==> config.mk <==
export PLATFORM = sky130hd
export DESIGN_NAME = pong_score
export DESIGN_NICKNAME = d
export VERILOG_FILES = /design/src/rtl/pong_score.sv
export SDC_FILE = /design/constraint.sdc
export NUM_CORES = 1
export LEC_CHECK = 0
export CELL_PAD_IN_SITES_DETAIL_PLACEMENT = 0
export CELL_PAD_IN_SITES_GLOBAL_PLACEMENT = 1
export CORE_AREA = 8 8 102 141
export DETAILED_ROUTE_END_ITERATION = 10
export DIE_AREA = 0 0 110 149
export HOLD_SLACK_MARGIN = 0.02
export PLACE_DENSITY = 0.8
export SKIP_LAST_GASP = 1
export SYNTH_ARGS = -nofsm -noshare
export SYNTH_HDL_FRONTEND = slang
export SYNTH_SLANG_ARGS = --single-unit
==> constraint.sdc <==
create_clock -name clk -period 8.1 [get_ports clk]
set_input_delay 0.81 -clock clk [delete_from_list [all_inputs] [get_ports clk]]
set_output_delay 0.81 -clock clk [all_outputs]
set_load 0.01 [all_outputs]
==> src/rtl/pong_score.sv <==
// pong_score: BCD scorekeeper with match FSM and multiplexed 7-segment display driver
module pong_score #(
   parameter int WIN_SCORE      = 11,
   parameter bit WIN_BY_TWO     = 1'b0,
   parameter int REFRESH_DIV    = 25_000,
   parameter int BLINK_DIV      = 25_000_000,
   parameter bit SEG_ACTIVE_LOW = 1'b1
) (
   input  logic       clk,
   input  logic       rst_n,
   input  logic       point_left,
   input  logic       point_right,
   input  logic       clear,
   output logic [7:0] score_left,
   output logic [7:0] score_right,
   output logic       game_over,
   output logic       winner,
   output logic [6:0] seg,
   output logic [3:0] dig_sel
);
   localparam int RW = $clog2(REFRESH_DIV + 1);
   localparam int BW = $clog2(BLINK_DIV + 1);
   localparam logic [RW-1:0] REF_MAX = RW'(REFRESH_DIV - 1);
   localparam logic [BW-1:0] BLK_MAX = BW'(BLINK_DIV - 1);
   typedef enum logic {PLAY, OVER} state_t;
   state_t        r_state;
   logic [7:0]    r_score_l, r_score_r;
   logic          r_game_over, r_winner, r_ph;
   logic [BW-1:0] r_blk;
   logic [RW-1:0] r_ref;
   logic [1:0]    r_dig;
   logic [6:0]    r_seg;
   logic [3:0]    r_dig_sel;
   logic          w_inc_l, w_inc_r, w_win_l, w_win_r, w_ref_wrap, w_blank;
   logic [7:0]    w_nl, w_nr;
   logic [1:0]    w_dig_nxt;
   logic [3:0]    w_val;
   logic [6:0]    w_lit;

   function automatic logic [6:0] bin(input logic [7:0] b);
      return 7'(b[7:4]) * 7'd10 + 7'(b[3:0]);
   endfunction

   // BCD increment that saturates at 99
   function automatic logic [7:0] bcd_inc(input logic [7:0] b);
      return (b == 8'h99) ? b : (b[3:0] == 4'd9) ? {b[7:4] + 4'd1, 4'd0} : {b[7:4], b[3:0] + 4'd1};
   endfunction

   // s is the scorer's new score, o the opponent's; 99 always ends the match
   function automatic logic wins(input logic [7:0] s, input logic [7:0] o);
      return (s == 8'h99) || ((bin(s) >= 7'(WIN_SCORE)) &&
             (!WIN_BY_TWO || ({1'b0, bin(s)} >= {1'b0, bin(o)} + 8'd2)));
   endfunction

   // segments {g,f,e,d,c,b,a}, active-high
   function automatic logic [6:0] enc(input logic [3:0] v);
      case (v)
         4'd0:    return 7'h3F;
         4'd1:    return 7'h06;
         4'd2:    return 7'h5B;
         4'd3:    return 7'h4F;
         4'd4:    return 7'h66;
         4'd5:    return 7'h6D;
         4'd6:    return 7'h7D;
         4'd7:    return 7'h07;
         4'd8:    return 7'h7F;
         4'd9:    return 7'h6F;
         default: return 7'h00;
      endcase
   endfunction

   // scoring decode and the content of the digit that will be selected after this edge
   always_comb begin
      w_inc_l    = point_left & ~point_right;
      w_inc_r    = point_right & ~point_left;
      w_nl       = bcd_inc(r_score_l);
      w_nr       = bcd_inc(r_score_r);
      w_win_l    = wins(w_nl, r_score_r);
      w_win_r    = wins(w_nr, r_score_l);
      w_ref_wrap = (r_ref == REF_MAX);
      w_dig_nxt  = r_dig + 2'(w_ref_wrap);
      w_val      = w_dig_nxt[1] ? (w_dig_nxt[0] ? r_score_r[3:0] : r_score_r[7:4])
                                : (w_dig_nxt[0] ? r_score_l[3:0] : r_score_l[7:4]);
      w_blank    = (~w_dig_nxt[0] & (w_val == 4'd0)) |
                   ((r_state == OVER) & ~r_ph & (w_dig_nxt[1] == r_winner));
      w_lit      = w_blank ? 7'd0 : enc(w_val);
   end

   // match FSM: scores, winner and blink phase
   always_ff @(posedge clk or negedge rst_n) begin
      if (!rst_n) begin
         r_state     <= PLAY;
         r_score_l   <= 8'h00;
         r_score_r   <= 8'h00;
         r_game_over <= 1'b0;
         r_winner    <= 1'b0;
         r_blk       <= '0;
         r_ph        <= 1'b1;
      end else if (r_state == PLAY) begin
         if (clear) begin
            r_score_l <= 8'h00;
            r_score_r <= 8'h00;
         end else if (w_inc_l) begin
            r_score_l <= w_nl;
            if (w_win_l) begin
               r_state     <= OVER;
               r_game_over <= 1'b1;
               r_winner    <= 1'b0;
               r_blk       <= '0;
               r_ph        <= 1'b1;
            end
         end else if (w_inc_r) begin
            r_score_r <= w_nr;
            if (w_win_r) begin
               r_state     <= OVER;
               r_game_over <= 1'b1;
               r_winner    <= 1'b1;
               r_blk       <= '0;
               r_ph        <= 1'b1;
            end
         end
      end else if (clear) begin
         r_state     <= PLAY;
         r_score_l   <= 8'h00;
         r_score_r   <= 8'h00;
         r_game_over <= 1'b0;
         r_winner    <= 1'b0;
      end else begin
         r_blk <= (r_blk == BLK_MAX) ? '0 : r_blk + BW'(1);
         if (r_blk == BLK_MAX) r_ph <= ~r_ph;
      end
   end

   // display refresh: digit select and segments registered together
   always_ff @(posedge clk or negedge rst_n) begin
      if (!rst_n) begin
         r_ref     <= '0;
         r_dig     <= 2'd0;
         r_seg     <= SEG_ACTIVE_LOW ? 7'h7F : 7'h00;
         r_dig_sel <= SEG_ACTIVE_LOW ? 4'b1110 : 4'b0001;
      end else begin
         r_ref     <= w_ref_wrap ? '0 : r_ref + RW'(1);
         r_dig     <= w_dig_nxt;
         r_seg     <= SEG_ACTIVE_LOW ? ~w_lit : w_lit;
         r_dig_sel <= SEG_ACTIVE_LOW ? ~(4'b0001 << w_dig_nxt) : (4'b0001 << w_dig_nxt);
      end
   end

   assign score_left  = r_score_l;
   assign score_right = r_score_r;
   assign game_over   = r_game_over;
   assign winner      = r_winner;
   assign seg         = r_seg;
   assign dig_sel     = r_dig_sel;
endmodule

==> impl_metrics.sql <==
INSERT INTO impl_metrics (metric_group, metric, value, unit) VALUES
('hold_path', 'hold_path.startpoint', 'r_ref[0]', ''),
('synthesis', 'post_synth_xor_area_fraction', '0.0656', ''),
('setup_path', 'start_of_the_worst_register_to_register_path', 'score_left[0]', ''),
('global_routing', 'grt_remaining_overflow', '0', ''),
('synthesis', 'postSynthRegisterBits', '73', ''),
('route', 'drt_pass1_iterations', '4', ''),
('synthesis', 'postSynth.asyncResetShare', '1.00', ''),
('hold_path', 'min_to', 'r_ref[0]', ''),
('clocking', 'cts.reportedPaths.clkPinSlew', '0.06', 'ns'),
('clocking', 'cts-htree-levels', '3', ''),
('final_layout', 'nets', '575', ''),
('route', 'drc_viols', '0', ''),
('final_layout', 'diodes', '0', ''),
('placed_design', 'post-dp-hpwl', '7960', 'µm'),
('timing', 'final_hold_viol_count', '0', ''),
('placed_design', 'number_of_i_o_port_buffers', '33', ''),
('synthesis', 'synth_area', '4820', 'µm²'),
('synthesis', 'yosys_most_used_dff', 'sky130_fd_sc_hd__dfrtp_1', ''),
('synthesis', 'mappedNetlistNets', '551', ''),
('synthesis', 'yosys.area_share.adder', '0.0918', ''),
('timing', 'max_freq', '204', 'MHz'),
('timing', 'post-route-period-util', '0.604', ''),
('clocking', 'clock_tree_from_tritoncts', 'yes', ''),
('setup_path', 'crit_chain', 'ha_1 > and3b_1 > o21ai_0 > o21ai_0 > ha_1 > ha_1 > inv_1 > fa_1 > xnor3_1 > a21oi_1 > nand4b_1 > a21oi_2 > a2bb2oi_2 > a31o_2 > inv_4 > a31oi_4', ''),
('final_layout', 'final_cell_mix', 'sky130_fd_sc_hd__dfrtp_1, sky130_fd_sc_hd__nor2_1, sky130_fd_sc_hd__nand2_1, sky130_fd_sc_hd__clkdlybuf4s50_1', ''),
('timing', 'final_max_slew_viol_count', '0', ''),
('timing', 'hold_ws', '0.472', 'ns'),
('setup_path', 'critical_path.top_delay_family', 'compound AO/OA/AOI/OAI gates', ''),
('route', 'routed_via_density', '5.54', ''),
('final_layout', 'mostFrequentLayoutCell', 'sky130_fd_sc_hd__dfrtp_1', ''),
('setup_path', 'worst_ep_required_time', '8.35', 'ns'),
('clocking', 'cts.path.max_buffers', '2', ''),
('synthesis', 'synthesized_area_divided_by_synthesized_cell_count', '9.40', 'µm²'),
('timing', 'clock_skew', '0.00939', 'ns'),
('final_layout', 'synthToLayoutAreaGrowth', '14.6', '%'),
('synthesis', 'fraction_of_synthesized_area_in_multiplexers', '0.0540', ''),
('setup_path', 'crit_path_launch_type', 'register', ''),
('floorplanning', 'initial_utilization', '0.396', ''),
('clocking', 'clkSinkCount', '73', ''),
('floorplanning', 'design.core.area', '12200', 'µm²'),
('hold_path', 'hold_wc_path_type', 'reg -> reg', ''),
('clocking', 'numCtsBuffers', '9', ''),
('placed_design', 'pre_cts_slack', '3.26', 'ns'),
('power', 'total_leakage_power', '0.00241', 'µW'),
('global_routing', 'first_global_vias', '3770', ''),
('clocking', 'postCtsResizedCells', '0', ''),
('outcome', 'status', 'finished clean', ''),
('setup_path', 'r2r_slack', '3.20', 'ns'),
('floorplanning', 'chipHeight', '149', 'µm'),
('synthesis', 'sequential_cell_area_fraction_in_the_yosys_report', '0.382', ''),
('setup_path', 'critical_path.max_fanout', '20', ''),
('timing', 'worst_slew_margin_rel', '0.104', ''),
('final_layout', 'finish.utilization', '0.453', ''),
('timing', 'fin_tns_setup', '0', 'ns'),
('setup_path', 'critPathArrivalTime', '5.14', 'ns'),
('synthesis', 'synth-edff-count', '0', ''),
('job', 'cap_viol_max_count', '0', ''),
('timing', 'grt_setup_unrepaired', 'no', ''),
('clocking', 'clockRootBuffer', 'sky130_fd_sc_hd__clkbuf_16', ''),
('synthesis', 'synth_compound_gate_area_share', '0.163', ''),
('floorplanning', 'die_w', '110', 'µm'),
('synthesis', 'synth_top_family_by_area', 'simple AND/OR/NAND/NOR gates', ''),
('global_routing', 'grt_start_max_net_pins', '74', ''),
('global_routing', 'track_usage', '0.145', ''),
('route', 'drt-wirelength-per-cell', '16.3', 'µm'),
('setup_path', 'rr_worst_depth', '16', ''),
('floorplanning', 'placement_rows', '48', ''),
('power', 'vdd.ir_drop.worst', '0.117', 'mV'),
('timing', 'max_slew.worst_pin.slew', '1.33', 'ns'),
('final_layout', 'finished_cell_area', '5530', 'µm²'),
('clocking', 'source_to_sink_clock_delay_at_the_later_pin_of_the_worst_skew_pair', '0.33', 'ns');
power breakdown:
part,switching (µW),internal [µW]
sequential,73.2,421
combinational,89.8,87.5
clock,146,214
total,309,722
how the worst max path moves through the flow:
stage / startpoint / to / slack (ns) / cells after the start
after detailed placement: score_left[0] / r_blk[6] / 3.26 / 16
final: score_left[0] / r_blk[6] / 3.20 / 16
after global placement: score_left[1] / r_blk[6] / 3.32 / 16
after CTS: score_left[0] / r_blk[6] / 3.23 / 16
after global routing: score_left[0] / r_blk[6] / 2.80 / 16
after floorplan: score_left[1] / r_blk[6] / 4.09 / 19
synth_stat cells (all sizes together), types with 11 or more instances:
cell type  instances  area [µm²]
xnor2             15         131
ha                29         363
a21oi             28         151
nand2             49         184
o21ai             26         130
nor3              16        85.1
mux2i             17         170
inv               30         115
nor2              57         216
buf               11        66.3
nand3             24         120
dfrtp             62        1550
xor2              16         140
dfstp             11         289
o2bb2ai           15         131
clkbuf            12        45.0
sequential cells by signal, indices dropped and copies added (netlist names), 2 cells and up:
signal,flops
dig_sel,4
r_blk,25
r_dig,2
r_ref,15
score_left,8
score_right,8
seg,7
per-layer routing:
metal  part of all wire  global-route usage  routed length (µm)
met1               0.45               0.185                5070
met2               0.49               0.230                5460
met3              0.039              0.0264                 440
met4              0.025              0.0719                 281
met5                  0                   0                   0
kinds of logic (layout without fill, tap and decap cells):
| family | count (synthesis) | in the layout |
|---|---|---|
| fa+ha+maj | 33 | 33 |
| simple gates | 191 | 191 |
| buf+inv | 53 | 82 |
| mux | 21 | 21 |
| xor+xnor | 33 | 33 |
| compound gates | 109 | 109 |
| flops | 73 | 73 |
per-stage QoR:
| step | cells | power, µW |
|---|---|---|
| floorplan | 513 | 612 |
| global placement | 676 | 667 |
| detailed placement | 676 | 676 |
| CTS | 692 | 1040 |
| global route | 692 | 1090 |
| finish | 692 | 1030 |
area by class of cell:
cell class | count | area, µm² | share of cell area
inverters | 30 | 115 | 0.0208
flip-flops and latches | 73 | 1840 | 0.333
repair buffers | 36 | 348 | 0.0630
clock buffers | 12 | 246 | 0.0446
multi-input cells | 387 | 2770 | 0.501
clock inverters | 4 | 20.0 | 0.00362
well taps | 150 | 188 | 0.0340
Note: power is estimated with default switching activity, not from simulation.
